`src/rtl/serial_tx.sv`:
```
// Register-programmed UART transmitter: 16-entry byte FIFO feeding an 8N1 serializer.
// tx_status = {overflow, busy, 25'b0, fifo_count}, registered one cycle behind internal state.
module serial_tx #(
  parameter int unsigned CLK_DIV = 427,
  parameter logic [7:0]  TX_ADDR = 8'h09
) (
  input  logic        sysclk,
  input  logic        reset,
  input  logic        reg_wen,
  input  logic [7:0]  reg_addr,
  input  logic [31:0] reg_wdata,
  output logic        txd,
  output logic [31:0] tx_status
);

  localparam int unsigned DEPTH  = 16;
  localparam int unsigned PTR_W  = 4;
  localparam int unsigned CNT_W  = 5;
  localparam int unsigned BAUD_W = 16;
  localparam logic [BAUD_W-1:0] BAUD_LAST = BAUD_W'(CLK_DIV - 1);
  localparam logic [CNT_W-1:0]  FULL      = CNT_W'(DEPTH);

  typedef enum logic [1:0] {IDLE, START, DATA, STOP} state_t;

  state_t            state;
  logic [7:0]        mem [DEPTH];
  logic [PTR_W-1:0]  wr_ptr;
  logic [PTR_W-1:0]  rd_ptr;
  logic [CNT_W-1:0]  count;
  logic              overflow;
  logic [BAUD_W-1:0] baud;
  logic [2:0]        bit_cnt;
  logic [7:0]        shift;

  logic wr_hit;
  logic flush;
  logic push;
  logic push_ok;
  logic pop;
  logic baud_done;
  logic unused_wdata;

  assign wr_hit    = reg_wen && (reg_addr == TX_ADDR);
  assign flush     = wr_hit && reg_wdata[31];
  assign push      = wr_hit && !reg_wdata[31];
  // A full FIFO still accepts a push when the head is leaving in the same cycle.
  assign pop       = (state == IDLE) && (count != '0) && !flush;
  assign push_ok   = push && ((count != FULL) || pop);
  assign baud_done = (baud == BAUD_LAST);
  assign unused_wdata = ^reg_wdata[30:8];

  // FIFO storage; contents are don't-care outside the count window, so no reset.
  always_ff @(posedge sysclk) begin
    if (!reset && push_ok) begin
      mem[wr_ptr] <= reg_wdata[7:0];
    end
  end

  // FIFO pointers, occupancy and sticky overflow.
  always_ff @(posedge sysclk) begin
    if (reset || flush) begin
      wr_ptr   <= '0;
      rd_ptr   <= '0;
      count    <= '0;
      overflow <= 1'b0;
    end else begin
      if (push_ok) begin
        wr_ptr <= wr_ptr + 1'b1;
      end
      if (pop) begin
        rd_ptr <= rd_ptr + 1'b1;
      end
      if (push && !push_ok) begin
        overflow <= 1'b1;
      end
      unique case ({push_ok, pop})
        2'b10:   count <= count + 1'b1;
        2'b01:   count <= count - 1'b1;
        default: ;
      endcase
    end
  end

  // Serializer FSM; txd is assigned on each transition so the line comes straight from a flop.
  always_ff @(posedge sysclk) begin
    if (reset) begin
      state   <= IDLE;
      txd     <= 1'b1;
      baud    <= '0;
      bit_cnt <= '0;
      shift   <= '0;
    end else begin
      unique case (state)
        IDLE: begin
          txd  <= 1'b1;
          baud <= '0;
          if (pop) begin
            shift <= mem[rd_ptr];
            state <= START;
            txd   <= 1'b0;
          end
        end
        START: begin
          if (baud_done) begin
            baud    <= '0;
            bit_cnt <= '0;
            state   <= DATA;
            txd     <= shift[0];
          end else begin
            baud <= baud + 1'b1;
          end
        end
        DATA: begin
          if (baud_done) begin
            baud <= '0;
            if (bit_cnt == 3'd7) begin
              state <= STOP;
              txd   <= 1'b1;
            end else begin
              bit_cnt <= bit_cnt + 1'b1;
              txd     <= shift[1];
              shift   <= {1'b0, shift[7:1]};
            end
          end else begin
            baud <= baud + 1'b1;
          end
        end
        STOP: begin
          if (baud_done) begin
            baud  <= '0;
            state <= IDLE;
            txd   <= 1'b1;
          end else begin
            baud <= baud + 1'b1;
          end
        end
        default: begin
          state <= IDLE;
          txd   <= 1'b1;
          baud  <= '0;
        end
      endcase
    end
  end

  // Status snapshot, one cycle behind the state it reports.
  always_ff @(posedge sysclk) begin
    if (reset) begin
      tx_status <= '0;
    end else begin
      tx_status <= {overflow, (state != IDLE), 25'b0, count};
    end
  end

endmodule

```
`config.mk`:
```
export PLATFORM = sky130hd
export DESIGN_NAME = serial_tx
export DESIGN_NICKNAME = d
export VERILOG_FILES = /design/src/rtl/serial_tx.sv
export SDC_FILE = /design/constraint.sdc
export NUM_CORES = 1
export LEC_CHECK = 0
export BUFFER_PORTS_ARGS = -buffer_cell sky130_fd_sc_hd__buf_2
export CAP_MARGIN = 20
export CORE_MARGIN = 3
export CORE_UTILIZATION = 63
export DETAILED_ROUTE_END_ITERATION = 10
export GPL_TIMING_DRIVEN = 1
export PLACE_DENSITY = 0.8
export SLEW_MARGIN = 15
export SYNTH_ARGS = -nofsm -noshare
export SYNTH_HDL_FRONTEND = slang
export SYNTH_SLANG_ARGS = --single-unit
```
`constraint.sdc`:
```
create_clock -name sysclk -period 3.8 [get_ports sysclk]
set_input_delay 0.38 -clock sysclk [delete_from_list [all_inputs] [get_ports sysclk]]
set_output_delay 0.38 -clock sysclk [all_outputs]
set_load 0.1 [all_outputs]
```
# Yosys cells after proc, flatten, opt, wreduce, memory -nomap -nowiden
# Memory sizes are Yosys's and may differ from the RTL's. A register that Yosys moved wholly into a read port is not among the register bits.
# Cells that the tools add are included.
[word_totals] reg_bits=76 latch_bits=0 mem_bits_rw=128 mem_bits_ro=0 input_bits=43 output_inout_bits=33 elab_cells=85 memories=1
[mem_list] name="mem" depth=16 width=8 rd=1 rd_clocked_by_memory_dff=1 write_ports=1 line_no="26" source="logic [7:0] mem [DEPTH];"
[op_classes] add_sub_neg=6 mul=0 div=0 n_lt_le_gt_ge=0 eq_ne=15 shifts=0 muxes=27 n_bitwise=0 reduce_logical=25
[ops] op="$pmux W16 S2" count=1
[ops] op="$mux W8" count=3
[ops] op="$add A16 B1 Y16 const B" count=1
[ops] op="$eq A16 B9 Y1 const B" count=1
[ops] op="$mux W16" count=1
[ops] op="$pmux W8 S2" count=1
[ops] op="$ne A2 B2 Y1 const B" count=6
[ops] op="$mux W2" count=5
[ops] op="$pmux W5 S2" count=1
[ops] op="$mux W3" count=3
[ops] op="$add A4 B1 Y4 const B" count=2
[ops] op="$eq A8 B4 Y1 const B" count=1
[ops] op="$logic_and A1 B1 Y1" count=8
[ops] op="$mux W4" count=2
[ops] op="$pmux W2 S4" count=1
[ops] op="$reduce_and A4 Y1" count=2
[ops] op="$reduce_bool A2 Y1" count=4
[ops] op="$mux W1" count=7
[ops] op="$eq A2 B2 Y1 const B" count=3
[ops] op="$pmux W3 S2" count=1
[ops] op="$add A5 B1 Y5 const B" count=1
[ops] op="$ne A5 B5 Y1 const B" count=1
[ops] op="$reduce_and A5 Y1" count=1
[ops] op="$reduce_bool A5 Y1" count=1
[ops] op="10 further kinds" count=15

# Longest topological paths before layout
[depth] ltp_word=10 depth_mapped=12 depth_no_buf=11

# Worst setup path after synthesis
# No wires, ideal clock.
[synth_path] path_type="in2reg" from="input port reg_addr[4]" to="register count[4]" setup_time_ps=86 arrival_time_ps=2545 t_required_ps=3714 path_slack_ps=1169 path_stages=11 n_path_buf=0 cell_sequence="nor4b_1 > and3_1 > nor2b_1 > o21ai_0 > inv_1 > ha_1 > nor2b_1 > o21ai_0 > nand2b_1 > mux2_2 > a211oi_1"
[synth_via] elab_chain_cells=9 word_cells_on_any_way=13 cone_classes="eq/ne (3); mux (1); reduce/logical (9)"
[synth_lines] element="from (decl)" line_no="10" source="input logic [7:0] reg_addr,"
[synth_lines] element="$eq A8 B4 Y1 (*)" line_no="43" source="assign wr_hit = reg_wen && (reg_addr == TX_ADDR);"
[synth_lines] element="$logic_and A1 B1 Y1 (*)" line_no="43"
[synth_lines] element="$logic_and A1 B1 Y1" line_no="44" source="assign flush = wr_hit && reg_wdata[31];"
[synth_lines] element="$logic_not A1 Y1" line_no="47" source="assign pop = (state == IDLE) && (count != '0) && !flush;"
[synth_lines] element="$logic_and A1 B1 Y1" line_no="47"
[synth_lines] element="$logic_or A1 B1 Y1" line_no="48" source="assign push_ok = push && ((count != FULL) || pop);"
[synth_lines] element="$logic_and A1 B1 Y1" line_no="48"
[synth_lines] element="$eq A2 B1 Y1 / $eq A2 B2 Y1 (equally long branches)" line_no="76" source="unique case ({push_ok, pop})"
[synth_lines] element="$pmux W5 S2 / $reduce_bool A2 Y1 (equally long branches)"
[synth_lines] element="to (signal assigned)" line_no="77" source="2'b10: count <= count + 1'b1;"
[synth_lines] element="to (signal assigned)" line_no="78" source="2'b01: count <= count - 1'b1;"
[synth_lines] element="to (decl)" line_no="29" source="logic [CNT_W-1:0] count;"
# Mark *: on every way between the ends. The rest lies on a longest branch, timed or not.
# A chain may end at the register's enable or synchronous reset.

# Final worst setup path
[layout_path] from="register count[0]" to="register count[4]"
[layout_via] elab_chain_cells=7 word_cells_on_any_way=12 cone_classes="add/sub (2); eq/ne (3); mux (1); reduce/logical (6)"
[layout_lines] element="$reduce_bool A5 Y1" line_no="47"
[layout_lines] element="$logic_and A1 B1 Y1 (2 in a row)" line_no="47"
[layout_lines] element="$logic_or A1 B1 Y1" line_no="48"
[layout_lines] element="$logic_and A1 B1 Y1" line_no="48"
[layout_lines] element="$eq A2 B1 Y1 / $eq A2 B2 Y1 (equally long branches)" line_no="76"
[layout_lines] element="$pmux W5 S2 / $reduce_bool A2 Y1 (equally long branches)"
# Parallel ways exist; a longest one is shown, timed or not.

==> results by group <==
Run status
  – Status: complete, no violations

Global route
  – GRT overflow: 0
  – Antenna violations before repair: 0
  – Total Routing Usage GR: 23.15%
  – Vias in the first global route: between 4,000 and 5,000
  – First-pass GRT wire length: between 20,000 and 25,000 um
  – Largest net degree at the start of global routing: 27

Die
  – Row cnt: 39
  – Starting Density: 66.12%
  – Core Area: approximately 0.012 sq mm
  – Die area: roughly 0.014 sq mm
  – IO Pins: between 70 and 80
  – DIE HEIGHT: 117.1 um
  – Chip width: about 120 um

Route
  – Drt drc: 0
  – Mean routed wirelength per cell: around 19 um
  – Vias: 4,487
  – Avg Vias per Cell: 5.920
  – Drt total wl: between 10,000 and 15,000 um
  – Routed Antenna Nets: 0
  – DR iter-0 viols: ~480
  – TritonRoute pass-1 iters: 7

Synthesis
  – Number of synthesized flops with an enable pin: about 130
  – Synth top area cells: edfxtp_1 (49%), dfxtp_1 (14%), mux4_2 (5.8%), mux2i_1 (4.0%), nor2_1 (2.6%)
  – Post-synth ARST share: 0%
  – Synth area leader: edfxtp_1
  – Synthesized instance count: between 500 and 600
  – Synth Area in XOR/XNOR: around 2.0%
  – Largest family of logic cells by synthesized area: multiplexers
  – Compound-gate portion of the synthesized area: 6.951%
  – Flops & latches, synth: ~180
  – Share of the synthesized area in the top cell type: about 50%
  – Simple-gate share of the synthesized area: just under 9%
  – Mux cell area share after synthesis: between 10% and 20%
  – Post-Syn Area per Cell: approximately 14 sq um
  – Post-Syn Area: ~0.0078 sq mm
  – Yosys Warn Count: 0
  – Post-synth top flop: edfxtp_1
  – Seq/Total Area, Yosys: 63.59%
  – Distinct cell type count after synthesis: 51
  – Area share of fa/ha/maj cells after synthesis: around 2.8%

Clock tree
  – H-tree level count: 4
  – Post-CTS resize count: 0
  – Clk root buf: clkbuf_16
  – CTS Buf Count: 17
  – Hold buffer count at CTS: 0
  – Longest Clk Path Bufs: 2
  – Clk sinks: about 180
  – Clk slew on worst S/H paths: 0.07 ns
  – CTS tree: built
  – Worst-Skew Late Latency: around 0.44 ns
  – Post-CTS Setup Bufs: 0

Critical path
  – Crit start category: flop
  – Required @ worst endpoint: 4.14 ns
  – Critical path type: reg -> reg
  – Arrival time at the worst endpoint: about 3.4 ns
  – Critical path peak fanout: 6
  – R2R setup slack: around 0.74 ns
  – CP Capture Type: flop

Finish
  – Final net count: between 600 and 700
  – Area growth, synth to finish: 9.364%
  – Share of layout cells above drive strength 1: between 10% and 20%
  – Ant. Diodes: 0

Placed design
  – Input/output buffers: 27
  – DP Worst Slack: roughly 0.62 ns
  – Hpwl dp: 9394 um
  – Routability Congestion: ~0.80

STA
  – Fin worst setup slack: approximately 0.74 ns
  – Slew Limit Headroom: 39.98%
  – Fin crit share: 80.57%
  – RSZ-0062 raised after global routing: no
  – Setup TNS Final: 0 ns
  – Hold Slack: 0.3221 ns
  – Final setup violation count: 0
  – Achievable frequency: 326.6 MHz
  – Worst slew pin tran: ~0.90 ns
  – Post-route minimum period: just over 3 ns
  – Max Slew Vio Count: 0
  – Final hold violation count: 0
  – Worst Clk Skew: between 0.01 and 0.015 ns

Power
  – P per Cell Area: between 600 and 700 mW/mm^2
  – Pleak: just under 3 nW
  – Max IR drop VDD: 0.0005034 V

Worst hold path
  – Min-delay worst type: in -> reg

Job
  – Max_cap viols: 0
[critical path, stage by stage, from the launching register on]
cell	delay, ns
dfxtp_1	0.33
or4_1	0.69
o21ai_0	0.35
inv_1	0.14
ha_1	0.33
nor2b_1	0.14
o21ai_0	0.25
nor4b_1	0.35
a311oi_1	0.12
a211oi_1	0.26
[power by group]
group          internal (mW)  switching, mW
clock network          0.901          0.746
logic                  0.631          0.933
registers               2.24          0.146
[final cells by class]
cell class	instances	area, sq um
flip-flops and latches	183	4946
fillers	743	3256
multi-input cells	329	2555
clock buffers	17	425.4
well taps	164	205.2
repair buffers	33	180.2
clock inverters	14	125.1
inverters	18	67.56
[state kept, by name, indices dropped and copies added, names as in the netlist, named ones only]
register and cells:
tx_status 7, bit_cnt 3, mem 128, state 2, rd_ptr 4, shift 8, baud 16, wr_ptr 4
overflow 1, txd 1, count 5
[logic make-up (layout without fill, tap and decap cells)]
family | Yosys count | after routing
buffers and inverters | 66 | 82
AOI/OAI and AO/OA | 77 | 77
muxes | 59 | 59
DFF | 183 | 183
other | 1 | 25
and+or+nand+nor | 133 | 133
adders and majority gates | 17 | 17
xor gates and xnor gates | 18 | 18
[cell usage in the layout, fill, tap and decap left out, types with 5 or more instances in the layout]
cell type	instances
a211oi_1	6
a21oi_1	21
a221oi_1	12
a22o_1	6
a22oi_1	7
and2_1	6
buf_2	27
buf_4	6
clkbuf_16	17
conb_1	25
dfxtp_1	54
edfxtp_1	128
ha_1	16
inv_1	18
mux2_2	8
mux2i_1	31
mux4_2	20
nand2_1	8
nand2b_1	7
nand3_1	10
nand4_1	5
nor2_1	54
nor2b_1	12
nor3_1	5
o21ai_0	13
or3_1	6
xnor2_1	11
xor2_1	7
[final timing paths]
check / depth (start not counted) / endpoint / startpoint
max reg2reg: 9 / count[4] / count[0]
min reg2reg: 1 / baud[0] / baud[0]
max: 9 / count[4] / count[0]
min: 1 / mem[4][7] / reg_wdata[7]
[Yosys cell counts, types with 2 or more instances]
cell / count
nor2_1: 54
and4_1: 2
nand2_1: 8
a221oi_1: 12
and2_1: 6
o21ai_0: 13
mux2i_1: 31
a32o_1: 2
nand3_1: 10
inv_1: 18
nor2b_1: 12
a21o_1: 2
nor3_1: 5
xnor2_1: 11
xor2_1: 7
nand3b_1: 3
mux2_2: 8
dfxtp_1: 55
buf_4: 25
buf_2: 8
a22o_1: 6
a211oi_1: 6
a22oi_1: 7
buf_6: 2
nor3b_1: 3
a21oi_1: 21
and3_1: 3
nand4_1: 5
nand2b_1: 7
ha_1: 16
nor4b_1: 4
or3_1: 6
edfxtp_1: 128
mux4_2: 20
clkbuf_1: 12
[metrics by stage]
stage          instances  util, %  power [mW]  instance area, sq um
4_1_cts              758    72.32       5.621                  8504
6_report             758    72.32       5.602                  8504
3_3_place_gp         727    67.63       3.911                  7954
5_1_grt              758    72.32       5.873                  8504
3_5_place_dp         727    67.63       3.967                  7954
2_1_floorplan        578        -       3.714                  7866
[routing by layer]
layer	up-vias	part of all wire [%]	global-route usage, %
li1	2083	-	-
met1	2208	43	32.01
met2	171	49	35.53
met3	25	6.0	7.404
met4	0	1.8	7.339
met5	-	0	0
Note: power is estimated with default switching activity, not from simulation.
